### src/rtl/dmem_copy_pkg.sv
// Shared definitions for the data-memory copy engine: default widths, word step and FSM states.
package dmem_copy_pkg;

    localparam int unsigned ADDR_W    = 16;
    localparam int unsigned DATA_W    = 16;
    localparam int unsigned LEN_W     = 8;
    localparam int unsigned ADDR_STEP = 2;

    typedef enum logic [1:0] {
        StIdle,
        StRd,
        StWr,
        StFin
    } state_e;

endpackage

### src/rtl/dmem_addr_step.sv
// Registered byte pointer: loads a word-aligned address, then advances one word per increment.
module dmem_addr_step #(
    parameter int unsigned ADDR_W = 16
) (
    input  logic              clk,
    input  logic              rst_n,
    input  logic              load,
    input  logic              inc,
    input  logic [ADDR_W-1:0] load_addr,
    output logic [ADDR_W-1:0] ptr
);
    import dmem_copy_pkg::*;

    logic [ADDR_W-1:0] ptr_q;

    // Wrap past the top of the address space falls out of the modulo-2^ADDR_W add.
    always_ff @(posedge clk or negedge rst_n) begin
        if (!rst_n) begin
            ptr_q <= '0;
        end else if (load) begin
            ptr_q <= load_addr & ~ADDR_W'(1);
        end else if (inc) begin
            ptr_q <= ptr_q + ADDR_W'(ADDR_STEP);
        end
    end

    assign ptr = ptr_q;

endmodule

### src/rtl/dmem_copy_engine.sv
// Block copy engine on the data-memory port; optional fill mode enabled by DMEM_COPY_FILL_EN.
module dmem_copy_engine #(
    parameter int unsigned ADDR_W = 16,
    parameter int unsigned DATA_W = 16,
    parameter int unsigned LEN_W  = 8
) (
    input  logic              clk,
    input  logic              rst_n,
    input  logic              start,
    input  logic [ADDR_W-1:0] src_addr,
    input  logic [ADDR_W-1:0] dst_addr,
    input  logic [LEN_W-1:0]  len,
    output logic              busy,
    output logic              done,
    output logic              mem_read,
    output logic              mem_write,
    output logic [ADDR_W-1:0] mem_addr,
    output logic [DATA_W-1:0] mem_wdata,
`ifdef DMEM_COPY_FILL_EN
    input  logic              fill_mode,
    input  logic [DATA_W-1:0] fill_value,
`endif
    input  logic [DATA_W-1:0] mem_rdata
);
    import dmem_copy_pkg::*;

    state_e            state_q, state_d;
    logic [LEN_W-1:0]  cnt_q, cnt_d;
    logic [DATA_W-1:0] data_q;
    logic [ADDR_W-1:0] addr_q;
    logic [DATA_W-1:0] wdata_q;
    logic [ADDR_W-1:0] src_ptr, dst_ptr;
    logic              accept;
    logic              fill_start;
    logic              fill_q;
    logic [DATA_W-1:0] fill_val_q;

    assign accept = (state_q == StIdle) && start;

`ifdef DMEM_COPY_FILL_EN
    assign fill_start = fill_mode;

    always_ff @(posedge clk or negedge rst_n) begin
        if (!rst_n) begin
            fill_q     <= 1'b0;
            fill_val_q <= '0;
        end else if (accept) begin
            fill_q     <= fill_mode;
            fill_val_q <= fill_value;
        end
    end
`else
    assign fill_start = 1'b0;
    assign fill_q     = 1'b0;
    assign fill_val_q = '0;
`endif

    dmem_addr_step #(
        .ADDR_W(ADDR_W)
    ) u_src_step (
        .clk      (clk),
        .rst_n    (rst_n),
        .load     (accept),
        .inc      (state_q == StRd),
        .load_addr(src_addr),
        .ptr      (src_ptr)
    );

    dmem_addr_step #(
        .ADDR_W(ADDR_W)
    ) u_dst_step (
        .clk      (clk),
        .rst_n    (rst_n),
        .load     (accept),
        .inc      (state_q == StWr),
        .load_addr(dst_addr),
        .ptr      (dst_ptr)
    );

    always_comb begin
        state_d   = state_q;
        cnt_d     = cnt_q;
        busy      = 1'b0;
        done      = 1'b0;
        mem_read  = 1'b0;
        mem_write = 1'b0;
        mem_addr  = addr_q;
        mem_wdata = wdata_q;
        unique case (state_q)
            StIdle: begin
                if (start) begin
                    cnt_d = len;
                    if (len == '0) begin
                        state_d = StFin;
                    end else if (fill_start) begin
                        state_d = StWr;
                    end else begin
                        state_d = StRd;
                    end
                end
            end
            StRd: begin
                busy     = 1'b1;
                mem_read = 1'b1;
                mem_addr = src_ptr;
                state_d  = StWr;
            end
            StWr: begin
                busy      = 1'b1;
                mem_write = 1'b1;
                mem_addr  = dst_ptr;
                mem_wdata = fill_q ? fill_val_q : data_q;
                cnt_d     = cnt_q - LEN_W'(1);
                if (cnt_q == LEN_W'(1)) begin
                    state_d = StFin;
                end else if (fill_q) begin
                    state_d = StWr;
                end else begin
                    state_d = StRd;
                end
            end
            StFin: begin
                busy    = 1'b1;
                done    = 1'b1;
                state_d = StIdle;
            end
            default: state_d = StIdle;
        endcase
    end

    // addr_q/wdata_q keep the port stable between accesses.
    always_ff @(posedge clk or negedge rst_n) begin
        if (!rst_n) begin
            state_q <= StIdle;
            cnt_q   <= '0;
            data_q  <= '0;
            addr_q  <= '0;
            wdata_q <= '0;
        end else begin
            state_q <= state_d;
            cnt_q   <= cnt_d;
            if (state_q == StRd) begin
                data_q <= mem_rdata;
            end
            if (mem_read || mem_write) begin
                addr_q <= mem_addr;
            end
            if (mem_write) begin
                wdata_q <= mem_wdata;
            end
        end
    end

endmodule

### config.mk
export PLATFORM = sky130hd
export DESIGN_NAME = dmem_copy_engine
export DESIGN_NICKNAME = d
export VERILOG_FILES = /design/src/rtl/dmem_copy_pkg.sv /design/src/rtl/dmem_addr_step.sv /design/src/rtl/dmem_copy_engine.sv
export SDC_FILE = /design/constraint.sdc
export NUM_CORES = 1
export LEC_CHECK = 0
export ABC_AREA = 0
export BUFFER_PORTS_ARGS = -buffer_cell sky130_fd_sc_hd__buf_2
export CORE_MARGIN = 1
export CORE_UTILIZATION = 50
export CTS_BUF_LIST = sky130_fd_sc_hd__clkbuf_8
export CTS_CLUSTER_SIZE = 20
export DETAILED_ROUTE_END_ITERATION = 12
export PLACE_DENSITY = 0.74
export SLEW_MARGIN = 5
export SYNTH_ARGS = -nofsm -noshare
export SYNTH_HDL_FRONTEND = slang
export SYNTH_HIERARCHICAL = 1
export SYNTH_SLANG_ARGS = --single-unit
export TNS_END_PERCENT = 10
### constraint.sdc
create_clock -name clk -period 4.7 [get_ports clk]
set_input_delay 0.235 -clock clk [delete_from_list [all_inputs] [get_ports clk]]
set_output_delay 0.235 -clock clk [all_outputs]
set_load 0.1 [all_outputs]
==> impl_metrics.ini <==
[clock_network]
cts_num_sinks = 88
cts_buffers = 9
clkTransAtPathRegs_ns = 0.10
clock_path_buffers = 2
htreeDepth = 3
cts_hold_buf = 1
post_cts_buffers = 0
cts_resized = 0
root_buffer = clkbuf_8
cts_tree = built
clock_latency_ns = 0.35

[yosys]
synthSimpleGateAreaFrac = 0.162
synth_ff_type = dfrtp_1
synthCells = 466
yosysSeqAreaShare = 0.464
yosys.area_share.adder = 0.0237
synth_xor_area_frac = 0.0147
synth.avg_cell_area_um2 = 10.2
synth_mux_area_frac = 0.120
synth_compound_area_frac = 0.167
synth-edff-count = 0
synth-seq-cells = 88
async_flop_share = 1.00
synth_nets = 534
synth_top_family_by_area = compound AO/OA/AOI/OAI gates
ys_warn_count = 6
ys_top_cells_by_area = dfrtp_1, mux2_2, a21oi_1
synth.distinct_cells = 52
synth_top_area_frac = 0.464
synth.largest_area_cell = dfrtp_1
netlist_area_um2 = 4750

[global_route]
grt_max_degree = 50
grt_pass1_vias = 3545
gr-total-overflow = 0
antenna_found_initial = 0
track_usage = 0.223
grt_pass1_wl_um = 17500

[timing]
finalCritPeriodShare = 0.627
maxSlewViolCount = 0
slew_headroom = 0.510
worst_slew_pin_slew_ns = 0.714
skew_ns = 0.0128
setup_viol = 0
rsz0062_at_grt = no
min_period_ns = 2.95
tns_ns = 0
hold_viol = 0
fmax_ghz = 0.339

[finish]
register_area_um2 = 2200
final_common_cell = buf_2
antenna_cells = 0
area_growth_pct = 15.1
multi_input_area_um2 = 2330
fillCellCount = 831
post_route_cells_drive_above_1_share = 0.322
nets = 610
mostFrequentLayoutCells = buf_2, dfrtp_1, mux2_2

[setup_path]
worstPathCellList = inv_1 > ha_2 > buf_4 > mux2_2 > buf_2
cp-end-kind = output pin
r2r-start = state_q[1]
required_ns = 4.47
crit_buf_inv = 3
arrival_ns = 2.71
max_stage_delay_ns = 0.56
cp.depth = 5
path_max_fanout = 49
cp-start-kind = register
regToRegEndpoint = u_src_step/ptr[14]
cpLargestDelayFamily = buffers and inverters
crit_type = register to output pin
reg2regPathDepth = 6
r2r_slack_ns = 1.93
crit_path_top_delay_cell = buf_4

[route]
wl_per_cell_um = 15.9
drt_first_pass_iters = 5
routed_wl_um = 10700
num_vias = 3860
drtAntennaViolNets = 0
drt-initial-drc-count = 241
vias_per_cell = 5.71
drcViolationCount = 0

[worst_hold_path]
hp-class = primary input to register
min_from = src_addr[4]
whs_path_depth = 3
hold_end = u_src_step/ptr[4]

[pwr]
p_per_area_nw_per_um2 = 264
clockPowerShare = 0.372
comb_power_share = 0.089
power_mw = 1.45
p_int_mw = 1.06
switching_power_uw = 383
power.share.switching = 0.265
power_frac_seq = 0.539
ir_drop_uv = 184
p_leak_nw = 2.35

[floorplan]
die_h_um = 99.5
core_um2 = 9240
boundaryPins = 95
die_area_um2 = 9900
die_x_um = 99.5
initial_core_util = 0.514
rows = 35

[placement]
io_buffer_count = 92
gp_congestion = 0.831
hpwl_um = 7340

[flow_run]
maxCapViolations = 0

[run_status]
status = finished clean
-- per-stage QoR --
step	utilization	hold WS [ns]	setup slack, ns	cell area, um2	instances
6_report	0.592	0.103	1.75	5470	676
2_1_floorplan	-	-0.0606	0.697	4750	466
4_1_cts	0.592	0.0886	1.76	5470	676
3_5_place_dp	0.568	0.278	1.97	5250	659
3_3_place_gp	0.568	0.264	2.04	5250	659
5_1_grt	0.592	0.0925	1.60	5470	676
-- registers in the layout (all words and copies together), names as in the netlist --
register,cells
addr_q,16
u_dst_step/ptr,15
data_q,16
state_q,2
u_src_step/ptr,15
cnt_q,8
wdata_q,16
-- how the worst max path moves through the flow --
stage	to	startpoint	slack, ns
2_1_floorplan	mem_addr[10]	state_q[0]	0.70
3_3_place_gp	u_src_step/ptr[14]	state_q[1]	2.04
3_5_place_dp	u_src_step/ptr[12]	state_q[1]	1.97
4_1_cts	mem_wdata[6]	state_q[0]	1.76
5_1_grt	mem_wdata[6]	state_q[0]	1.60
6_report	mem_wdata[0]	state_q[0]	1.75
-- worst register-to-register path: stages (launching register included) --
cell	delay (ns)
dfrtp_1	0.41
inv_1	0.12
ha_1	0.62
buf_4	0.35
nand4_1	0.39
or4_1	0.62
o211ai_1	0.18
-- cells in the mapped netlist, types with 8 or more instances --
| cell | number |
|---|---|
| inv_1 | 14 |
| ha_1 | 9 |
| nor2_1 | 37 |
| a21oi_1 | 35 |
| mux2_2 | 48 |
| o21ai_0 | 23 |
| nand2_1 | 26 |
| or4_1 | 12 |
| nand3_1 | 9 |
| nor2b_1 | 8 |
| a31oi_1 | 13 |
| a22oi_1 | 16 |
| dfrtp_1 | 88 |
| clkbuf_1 | 18 |
-- kinds of logic (layout without fill, tap and decap cells) --
group                    after synthesis  in the layout
XOR/XNOR                               8              8
AND/OR/NAND/NOR                      138            138
other                                  2              2
multiplexers                          51             51
flip-flops                            88             88
buffers and inverters                 48            129
adder cells (fa/ha/maj)                9              9
AO/OA/AOI/OAI                        122            122
-- routing by layer --
layer  vias to the layer above  GRT usage  wire, um
li1                       1869          -         -
met4                         0     0.0566       110
met5                         -          0         0
met1                      1875      0.317      4930
met2                       105      0.353      5120
met3                        11     0.0450       566
-- final cells by class --
| type | instances | area share |
|---|---|---|
| inverter | 14 | 0.00961 |
| tap | 129 | 0.0295 |
| clock inverter | 7 | 0.0146 |
| clock buffer | 9 | 0.0227 |
| timing repair buffer | 99 | 0.0948 |
| multi-input combinational | 330 | 0.426 |
| sequential | 88 | 0.403 |
-- power groups by stage --
stage,registers (mW),clock network [mW],logic [mW]
after CTS,0.779,0.552,0.131
after global routing,0.782,0.586,0.137
after floorplan,0.791,0,0.0807
after detailed placement,0.794,0,0.129
after global placement,0.792,0,0.127
final,0.779,0.537,0.129
Power figures use the tool's default switching activity.
